File: config.mk
export PLATFORM = sky130hd
export DESIGN_NAME = mole_round_engine
export DESIGN_NICKNAME = d
export VERILOG_FILES = /design/src/rtl/mole_pkg.sv /design/src/rtl/mole_tick_gen.sv /design/src/rtl/mole_round_engine.sv
export SDC_FILE = /design/constraint.sdc
export NUM_CORES = 1
export LEC_CHECK = 0
export BUFFER_PORTS_ARGS = -buffer_cell sky130_fd_sc_hd__buf_2
export CELL_PAD_IN_SITES_DETAIL_PLACEMENT = 2
export CELL_PAD_IN_SITES_GLOBAL_PLACEMENT = 2
export CORE_MARGIN = 2
export CORE_UTILIZATION = 36
export CTS_CLUSTER_SIZE = 16
export DETAILED_ROUTE_END_ITERATION = 10
export GPL_TIMING_DRIVEN = 0
export PLACE_DENSITY_LB_ADDON = 0.1
export SYNTH_ARGS = -nofsm -noshare
export SYNTH_HDL_FRONTEND = slang
export SYNTH_SLANG_ARGS = --single-unit
File: constraint.sdc
create_clock -name CLOCK_50 -period 5.1 [get_ports CLOCK_50]
set_clock_uncertainty 0.05 [all_clocks]
set_input_delay 0.765 -clock CLOCK_50 [delete_from_list [all_inputs] [get_ports CLOCK_50]]
set_output_delay 0.765 -clock CLOCK_50 [all_outputs]
set_load 0.01 [all_outputs]
File: src/rtl/mole_pkg.sv
// Shared types and helpers for the whack-a-box round engine.
package mole_pkg;

    typedef enum logic [1:0] {
        IDLE,
        ARM,
        WAIT_HIT,
        OVER
    } state_e;

    localparam int unsigned LEVEL_MIN = 1;
    localparam int unsigned LEVEL_MAX = 3;

    function automatic logic [31:0] sat_add(input logic [31:0] a,
                                            input logic [31:0] b,
                                            input logic [31:0] max_v);
        logic [32:0] sum;
        sum = {1'b0, a} + {1'b0, b};
        return (sum > {1'b0, max_v}) ? max_v : sum[31:0];
    endfunction

    function automatic logic [31:0] sat_sub(input logic [31:0] a,
                                            input logic [31:0] b);
        return (a > b) ? (a - b) : '0;
    endfunction

endpackage

File: src/rtl/mole_tick_gen.sv
// Seconds prescaler: one-cycle sec_strobe_o every TICKS_PER_SEC enabled cycles.
module mole_tick_gen #(
    parameter int unsigned TICKS_PER_SEC = 50_000_000
) (
    input  logic clk_i,
    input  logic rst_i,
    input  logic en_i,
    input  logic clr_i,
    output logic sec_strobe_o
);

    localparam int unsigned CNT_W = (TICKS_PER_SEC > 1) ? $clog2(TICKS_PER_SEC) : 1;
    localparam logic [CNT_W-1:0] LAST = CNT_W'(TICKS_PER_SEC - 1);

    logic [CNT_W-1:0] cnt_q, cnt_d;

    always_comb begin
        cnt_d        = cnt_q;
        sec_strobe_o = 1'b0;
        if (clr_i) begin
            cnt_d = '0;
        end else if (en_i) begin
            if (cnt_q == LAST) begin
                cnt_d        = '0;
                sec_strobe_o = 1'b1;
            end else begin
                cnt_d = cnt_q + 1'b1;
            end
        end
    end

    always_ff @(posedge clk_i) begin
        if (rst_i) begin
            cnt_q <= '0;
        end else begin
            cnt_q <= cnt_d;
        end
    end

endmodule

File: src/rtl/mole_round_engine.sv
// Whack-a-box round engine: round timer, target draw, hit window, scoring, sound.
// Optional streak bonus built when MOLE_STREAK_BONUS_EN is defined.
module mole_round_engine
    import mole_pkg::*;
#(
    parameter int unsigned NUM_BOXES     = 8,
    parameter int unsigned BOX_W         = 3,
    parameter int unsigned SCORE_W       = 11,
    parameter int unsigned TICKS_PER_SEC = 50_000_000,
    parameter int unsigned GAME_SECS     = 60,
    parameter int unsigned WINDOW_TICKS  = 75_000_000,
    parameter int unsigned SOUND_TICKS   = 5_000_000
) (
    input  logic               CLOCK_50,
    input  logic               reset,
    input  logic               start_game,
    input  logic [BOX_W-1:0]   rand_box,
    input  logic               hit_valid,
    input  logic [BOX_W-1:0]   hit_box,
    output logic [BOX_W-1:0]   target_box,
    output logic               target_valid,
    output logic [SCORE_W-1:0] score,
    output logic [5:0]         time_left,
    output logic [1:0]         difficulty_level,
    output logic               play_sound,
    output logic               game_over,
    output logic [2:0]         streak
);

    localparam int unsigned WIN_W = $clog2(WINDOW_TICKS + 1);
    localparam int unsigned SND_W = (SOUND_TICKS > 0) ? $clog2(SOUND_TICKS + 1) : 1;
    localparam logic [31:0] SCORE_MAX = 32'((64'd1 << SCORE_W) - 64'd1);

    state_e               state_q, state_d;
    logic [BOX_W-1:0]     target_q, target_d;
    logic [SCORE_W-1:0]   score_q, score_d;
    logic [5:0]           time_q, time_d;
    logic [WIN_W-1:0]     win_q, win_d;
    logic [SND_W-1:0]     snd_q, snd_d;

    logic       active, start_go, draw_ok, hit_ok, hit_bad, expire, time_up;
    logic       sec_strobe, bonus;
    logic [1:0] level;
    logic [5:0] elapsed;
    logic [31:0] gain;

    mole_tick_gen #(
        .TICKS_PER_SEC(TICKS_PER_SEC)
    ) u_tick (
        .clk_i       (CLOCK_50),
        .rst_i       (reset),
        .en_i        (active),
        .clr_i       (start_go),
        .sec_strobe_o(sec_strobe)
    );

    assign active   = (state_q == ARM) || (state_q == WAIT_HIT);
    assign start_go = start_game && ((state_q == IDLE) || (state_q == OVER));
    assign draw_ok  = (32'(rand_box) < NUM_BOXES) && (rand_box != target_q);
    assign hit_ok   = (state_q == WAIT_HIT) && hit_valid && (hit_box == target_q);
    assign hit_bad  = (state_q == WAIT_HIT) && hit_valid && (hit_box != target_q);
    // A hit in the last window cycle wins over the expiry.
    assign expire   = (state_q == WAIT_HIT) && !hit_valid && (win_q <= WIN_W'(1));
    assign elapsed  = 6'(GAME_SECS) - time_q;

    always_comb begin
        if (elapsed < 6'(GAME_SECS / 3)) begin
            level = 2'(LEVEL_MIN);
        end else if (elapsed < 6'(2 * GAME_SECS / 3)) begin
            level = 2'(LEVEL_MIN + 1);
        end else begin
            level = 2'(LEVEL_MAX);
        end
    end

    always_comb begin
        time_d = time_q;
        if (start_go) begin
            time_d = 6'(GAME_SECS);
        end else if (active && sec_strobe && (time_q != '0)) begin
            time_d = time_q - 6'd1;
        end
    end

    assign time_up = active && (time_d == '0);

`ifdef MOLE_STREAK_BONUS_EN
    logic [2:0] streak_q, streak_d;
    logic [1:0] quad_q, quad_d;

    // quad_q tracks position within groups of four, since streak_q saturates at 7.
    always_comb begin
        streak_d = streak_q;
        quad_d   = quad_q;
        if (start_go) begin
            streak_d = '0;
            quad_d   = '0;
        end else if (hit_ok) begin
            streak_d = (streak_q == 3'd7) ? streak_q : streak_q + 3'd1;
            quad_d   = quad_q + 2'd1;
        end else if (hit_bad || expire) begin
            streak_d = '0;
            quad_d   = '0;
        end
    end

    always_ff @(posedge CLOCK_50) begin
        if (reset) begin
            streak_q <= '0;
            quad_q   <= '0;
        end else begin
            streak_q <= streak_d;
            quad_q   <= quad_d;
        end
    end

    assign bonus  = hit_ok && (quad_q == 2'd3);
    assign streak = streak_q;
`else
    assign bonus  = 1'b0;
    assign streak = '0;
`endif

    assign gain = bonus ? (32'(level) << 1) : 32'(level);

    always_comb begin
        score_d  = score_q;
        target_d = target_q;
        win_d    = win_q;
        snd_d    = snd_q;
        if (start_go) begin
            score_d = '0;
        end else if (hit_ok) begin
            score_d = SCORE_W'(sat_add(32'(score_q), gain, SCORE_MAX));
        end else if (hit_bad || expire) begin
            score_d = SCORE_W'(sat_sub(32'(score_q), 32'd1));
        end
        if ((state_q == ARM) && draw_ok) begin
            target_d = rand_box;
            win_d    = WIN_W'(WINDOW_TICKS >> (32'(level) - LEVEL_MIN));
        end else if ((state_q == WAIT_HIT) && (win_q != '0)) begin
            win_d = win_q - 1'b1;
        end
        if (hit_ok) begin
            snd_d = SND_W'(SOUND_TICKS);
        end else if (snd_q != '0) begin
            snd_d = snd_q - 1'b1;
        end
    end

    always_ff @(posedge CLOCK_50) begin
        if (reset) begin
            score_q  <= '0;
            target_q <= '0;
            time_q   <= 6'(GAME_SECS);
            win_q    <= '0;
            snd_q    <= '0;
        end else begin
            score_q  <= score_d;
            target_q <= target_d;
            time_q   <= time_d;
            win_q    <= win_d;
            snd_q    <= snd_d;
        end
    end

    always_ff @(posedge CLOCK_50) begin
        if (reset) begin
            state_q <= IDLE;
        end else begin
            state_q <= state_d;
        end
    end

    always_comb begin
        state_d = state_q;
        unique case (state_q)
            IDLE, OVER: if (start_game) state_d = ARM;
            ARM: begin
                if (time_up) begin
                    state_d = OVER;
                end else if (draw_ok) begin
                    state_d = WAIT_HIT;
                end
            end
            WAIT_HIT: begin
                if (time_up) begin
                    state_d = OVER;
                end else if (hit_ok || expire) begin
                    state_d = ARM;
                end
            end
            default: state_d = IDLE;
        endcase
    end

    always_comb begin
        target_valid     = (state_q == WAIT_HIT);
        game_over        = (state_q == OVER);
        target_box       = target_q;
        score            = score_q;
        time_left        = time_q;
        difficulty_level = level;
        play_sound       = (snd_q != '0);
    end

endmodule
* After elaboration in Yosys (flattened, before gate mapping)
Index checks and enable logic that the tools add are counted.
** Operators by class
- Equality and inequality tests :: 10
- Add/subtract/negate cells :: 8
- $lt $le $gt $ge :: 5
- Multiplexer cells :: 22
- Reduce and logical (&&, ||, !) cells :: 28
- Shift-type cells :: 1
** Operator list (count)
- $mux W27 :: 2
- $mux W23 :: 2
- $mux W11 :: 4
- $shr A27 B32 Y27 const A :: 1
- $le A27 B1 Y1 const B :: 1
- $reduce_bool A27 Y1 :: 1
- $sub A27 B1 Y27 const B :: 1
- $add A26 B1 Y26 const B :: 1
- $eq A26 B26 Y1 const B :: 1
- $mux W26 :: 1
- $reduce_bool A23 Y1 :: 1
- $sub A23 B1 Y23 const B :: 1
- $add A11 B2 Y12 :: 1
- $gt A12 B11 Y1 const B :: 1
- $mux W2 :: 6
- $mux W6 :: 2
- $gt A11 B1 Y1 const B :: 1
- $logic_and A1 B1 Y1 :: 11
- $sub A11 B1 Y11 const B :: 1
- $logic_not A6 Y1 :: 1
- $lt A6 B5 Y1 const B :: 1
- $lt A6 B6 Y1 const B :: 1
- $ne A3 B3 Y1 :: 2
- $pmux W2 S3 :: 1
- 17 further kinds :: 28
** Word-level totals
- Logic and storage cells :: 82
- Output and inout bits :: 28
- Input port bits :: 10
- Bits in registers :: 98

* Logic depth before layout (Yosys ltp)
- Depth after elaboration :: 12
- Gate-level depth with buffers :: 19
- Depth with buffers taken out :: 17

* Cells and area by module
From an unflattened synthesis, not the netlist that was laid out.
** Second synthesis, totals
- Cell total of the unflattened synthesis :: 713
- Area, all modules :: 5820.6 um^2
** Modules (own cells, without submodules)
- mole_round_engine :: sequential area each 1441.4 um^2, area an instance 4465.5 um^2, cells each 558, times used 1
- mole_tick_gen :: sequential area each 520.5 um^2, area an instance 1355.0 um^2, cells each 155, times used 1

* Least setup slack after synthesis
OpenSTA, ideal clock, no wires.
- Path type :: register to register
- From :: reg time_q[0] (netlist: time_left[0])
- To :: reg score_q[2] (netlist: score[2])
- Arrival time :: 3.708 ns
- Cell stages (with the launch flop) :: 18
- Setup time :: 0.091 ns
- Clock period less this slack :: 3.849 ns
- Path slack :: 1.251 ns
- Cells stage by stage :: dfxtp_1 > clkbuf_1 > inv_1 > ha_1 > clkbuf_1 > or3b_2 > a21oi_1 > o31ai_1 > and2_1 > nand2_1 > ha_1 > a21oi_1 > nand3b_1 > nor3_1 > a41oi_1 > a211oi_1 > nor2_1 > a311oi_1
** On the way
- Elaborated cells on any way between the ends :: 9
- Those cells by class :: add/sub (2); order compare (3); mux (4)
** RTL lines
- start, declared :: RTL line mole_round_engine.sv:37 : logic [5:0] time_q, time_d;
- start signal, assigned :: RTL line mole_round_engine.sv:155 : time_q <= 6'(GAME_SECS);
- start signal, assigned :: RTL line mole_round_engine.sv:161 : time_q <= time_d;
- $sub A6 B6 Y6 (*) :: RTL line mole_round_engine.sv:64 : assign elapsed = 6'(GAME_SECS) - time_q;
- $lt A6 B5 Y1 (*) :: RTL line mole_round_engine.sv:67 : if (elapsed < 6'(GAME_SECS / 3)) begin
- $mux W2 (*) :: RTL line mole_round_engine.sv:67
- net difficulty_level[1] :: RTL line mole_round_engine.sv:24 : output logic [1:0] difficulty_level,
- $add A11 B2 Y12 (*) :: RTL line mole_pkg.sv:18 : sum = {1'b0, a} + {1'b0, b};
- $gt A12 B11 Y1 :: RTL line mole_pkg.sv:19 : return (sum > {1'b0, max_v}) ? max_v : sum[31:0];
- $mux W11 (*) :: RTL line mole_pkg.sv:19
- $mux W11 (*) :: RTL line mole_round_engine.sv:133 : end else if (hit_ok) begin
- end signal, assigned :: RTL line mole_round_engine.sv:159 : score_q <= score_d;
- end, declared :: RTL line mole_round_engine.sv:36 : logic [SCORE_W-1:0] score_q, score_d;
The timed path passes the listed nets; every way through them passes the cells marked *.
A chain may end at the register's enable or synchronous reset.

* Worst setup path in the final report
- From :: reg time_q[0] (netlist: time_left[0])
- To :: reg score_q[8] (netlist: score[8])
** On the way
- Word-level cells in the longest chain between the ends :: 8
- Elaborated cells on any way between the ends :: 9
- Those cells by class :: add/sub (2); order compare (3); mux (4)
** RTL lines
- $sub A6 B6 Y6 (*) :: RTL line mole_round_engine.sv:64
- $lt A6 B6 Y1 :: RTL line mole_round_engine.sv:69 : end else if (elapsed < 6'(2 * GAME_SECS / 3)) begin
- $mux W1 :: RTL line mole_round_engine.sv:69
- $mux W2 (*) :: RTL line mole_round_engine.sv:67
- $add A11 B2 Y12 (*) :: RTL line mole_pkg.sv:18
- $gt A12 B11 Y1 :: RTL line mole_pkg.sv:19
- $mux W11 (*) :: RTL line mole_pkg.sv:19
- $mux W11 (*) :: RTL line mole_round_engine.sv:133
Every way passes the cells marked *; elsewhere a longest branch is shown, timed or not.

==> results <==
- The flow ran to the end, and the final reports show no timing, DRC or antenna violations.
- The path with the worst hold slack has its endpoint at win_q[15]$_SDFFE_PP0P_.
- The number of distinct library cells after synthesis is 67.
- The kind of end point of the critical path is a flip-flop.
- The most frequently used flop master after synthesis is dfxtp_1.
- The number of nets in the layout is 735.
- The path class of the lowest-slack min-delay path is flip-flop to flip-flop.
- The final standard cell utilization of the core is 0.4211.
- The worst relative slew slack is 0.2436.
- Summing all placed instances gives a cell area of 0.005786 mm².
- The full die area is 0.01591 mm².
- Dividing the final minimum period by the clock period gives 0.9253.
- The post-synthesis cell count is around 670.
- The launch point of the worst hold path is win_q[15]$_SDFFE_PP0P_.
- Before CTS, the worst setup slack after placement is 340.1 ps.
- Setup slack closes at approximately 380 ps.
- The critical-path cell with the highest stage delay is o41ai_1.
- The fraction of final layout cells with drive strength greater than 1 is 0.09777.
- The CTS H-tree depth is 3.
- The total area inside the core boundary comes to between 0.01 and 0.015 mm².
- Setup repair after global routing left no endpoint under its margin.
- The synthesis warning total is 0.
- The critical path's largest stage delay is 1070 ps.
- The number of max-cap violations is 0.
- The async set-reset flop share out of synthesis is 0.
- The initial antenna violation count is 2.
- The arrival time of the worst setup path is 4960 ps.
- The buffer cell driving the clock tree root is clkbuf_16.
- The number of buffers inserted during clock tree synthesis is 9.
- The clock passes through at most 2 buffers.
- Clock tree synthesis found a total of 98 sinks.
- The post-synth design cell area is 0.005371 mm².
- In this run the critical register-to-register path is captured at score[8]$_SDFFE_PP0P_.
- The top fanout value on the critical path is 10.
- The max-slew violation count is 0.
- Final hold analysis gives a worst-case slack of 414.7 ps.
- By startpoint and endpoint, the worst setup path is classified as flip-flop to flip-flop.
- The total via count in the routed design is 5054.
- On the critical path the largest part of the delay comes from compound AO/OA/AOI/OAI gates.
- The post-CTS setup repair buffer count is 0.
- At the later pin of the worst-skew pair, clock insertion delay measures 350 ps.
- The final number of setup-violating endpoints is 0.
- Data on the critical path is required at its endpoint by 5340 ps.
- The width of the chip is 126.2 µm.
- The maximum vdd ir drop is 0.1773 mV.
- The share of the Yosys chip area taken by registers is 0.3652.
- Including well taps, the total number of placed cells is 885.
- After clock tree synthesis, the clock-pin slew on the worst setup and hold paths is 70 ps.
- The area growth from synthesis to layout is 13.93%.
- The highest achievable clock rate is 0.2119 GHz.
- In the routed layout, each cell is associated on average with a via count of 5.609.
- The routed wire length is ~17000 µm.
- The pin count of the biggest net entering global routing is 16.
- The per-cell routed wire length is 18.38 µm.
- In the global route stage, overall resource usage came out at 0.2179.
- STA classifies the critical path startpoint as a flip-flop.
- The number of resized instances in the post-cts repair step is 0.
- Setup total negative slack on the finished layout was measured at 0 ps.
- The number of gates on the worst path with buffers counted is 16.
- The sum of net half-perimeters after detailed placement is 12290 µm.
- After synthesis, the cell types taking the most area are dfxtp_1 37%, nor2_1 6.7%, xor2_1 6.0%.
- The DRC violation count after routing is 0.
- The global placer's final weighted congestion is 0.8012.
- The cell leakage power is approximately 2.3 nW.
- Dividing total power by cell area gives a power density of 517.9 mW/mm².
- Port buffering added 34 buffers.
- The number of nets still failing antenna checks after routing is 0.
- The most used standard cell by instance count after synthesis is dfxtp_1.
- The number of DRC markers in iteration 0 is between 100 and 150.
- Traced cell by cell, the critical path runs through clkbuf_1 -> inv_1 -> ha_1 -> clkbuf_1 -> inv_1 -> or4_1 -> and2_1 -> nand2_1 -> ha_1 -> a21oi_1 -> nand3b_1 -> o41ai_1 -> o2bb2ai_1 -> a22oi_1 -> o22ai_1 -> nor2_1.
- 38 I/O pins were placed.
- The share of synthesized area in the top cell type comes to 0.3652.
- The startpoint of the worst register-to-register path is time_left[0]$_SDFF_PP0_.
- The first TritonRoute pass finished after 4 iterations.
- The count of endpoints failing hold in the final timing report is 0.
- The actual transition at the worst max-transition pin is 1120 ps.
- The slack of the worst reg-to-reg path is ~380 ps.
- The finished layout holds around 900 standard cells, fillers aside.
- In this run, synthesis produced a sequential element count of 98.
- The design draws ~3.2 mW.
- The final instance area is 0.006120 mm².
- The post-layout minimum cycle time is 4719 ps.
- The first global-routing pass estimated 28260 µm of wire.
- Along the worst hold path, the cell count comes to 2.
- Sorting the synthesized cells by how often they occur yields 98 x dfxtp_1, 96 x nor2_1, 54 x nand2_1.
- Measured in cells, the most critical reg-to-reg path has a length of 16.
- The die outline height is 126.2 µm.
- The global route total overflow is 0.
- TritonCTS built the clock tree.
- The post-synthesis cell type with the largest combined area is dfxtp_1.
- The starting utilization of the core area is 0.3696.
- In this run the mean area of a mapped cell was 8.077 µm².
- The via count of the first global-routing pass is between 5k and 6k.
- The number of buffers and inverters on the critical path is 4.
- The number of flops mapped to enable cells by yosys is 0.
- In this run the core area contains 44 standard-cell rows.
- The number of hold buffers added after CTS was 0.
sequential cells by signal, indices dropped and copies added (netlist names):
signal and flops:
time_left 6, win_q 27, score 11, target_box 3, snd_q 23, state_q 2, u_tick.cnt_q 26
worst max-delay path by stage:
stage	from	endpoint	slack [ps]
global placement	time_left[0]$_SDFF_PP0_	score[2]$_SDFFE_PP0P_	500
floorplan	time_left[0]$_SDFF_PP0_	score[2]$_SDFFE_PP0P_	1250
finish	time_left[0]$_SDFF_PP0_	score[8]$_SDFFE_PP0P_	380
global route	time_left[0]$_SDFF_PP0_	score[8]$_SDFFE_PP0P_	20
CTS	time_left[0]$_SDFF_PP0_	score[2]$_SDFFE_PP0P_	240
detailed placement	time_left[0]$_SDFF_PP0_	score[3]$_SDFFE_PP0P_	340
final cells by class:
type / instances / area, µm²
repair buffers: 34 / 170.2
clock inverters: 4 / 76.32
diodes: 1 / 2.502
fillers: 1702 / 8414
inverters: 26 / 97.59
plain buffers: 32 / 138.9
multi-input cells: 511 / 3199
flip-flops and latches: 98 / 1962
clock buffers: 11 / 242.7
well taps: 184 / 230.2
where the power goes:
| group | total [mW] | internal [mW] | switching (mW) |
|---|---|---|---|
| Sequential | 1.10 | 0.934 | 0.166 |
| Combinational | 1.33 | 0.515 | 0.813 |
| Clock | 0.742 | 0.442 | 0.301 |
| Total | 3.17 | 1.89 | 1.28 |
metal layers:
| layer | share of wire | GRT usage | up-vias |
|---|---|---|---|
| li1 | - | - | 2438 |
| met1 | 0.47 | 0.2820 | 2523 |
| met2 | 0.49 | 0.3792 | 70 |
| met3 | 0.026 | 0.02889 | 21 |
| met4 | 0.014 | 0.06399 | 2 |
| met5 | 0.00079 | 0 | - |
layout by cell type (no fill, tap or decap), drive strengths merged, types with 12 or more instances in the layout:
cell type / n
a21oi: 53
buf: 38
clkbuf: 39
dfxtp: 98
ha: 12
inv: 26
nand2: 54
nand3: 18
nor2: 97
nor3: 25
nor4: 13
o21ai: 22
or4: 12
xnor2: 31
xor2: 37
worst register-to-register path, cell delays in order, from the launching register on:
cell,delay (ps)
dfxtp_1,310
clkbuf_1,230
inv_1,150
ha_1,150
clkbuf_1,330
inv_1,190
or4_1,590
and2_1,270
nand2_1,140
ha_1,200
a21oi_1,90
nand3b_1,290
o41ai_1,1070
o2bb2ai_1,160
a22oi_1,220
o22ai_1,110
nor2_1,110
kinds of logic (layout without fill, tap and decap cells):
family,after synthesis,count (layout),synth area share
AND/OR/NAND/NOR,282,282,0.2660
AO/OA/AOI/OAI,136,136,0.1645
flip-flops,98,98,0.3652
XOR/XNOR,68,68,0.1109
buffers and inverters,58,107,0.04402
adder cells (fa/ha/maj),13,13,0.03168
multiplexers,9,9,0.01700
other,1,4,0.0006981
Note: power is estimated with default switching activity, not from simulation.
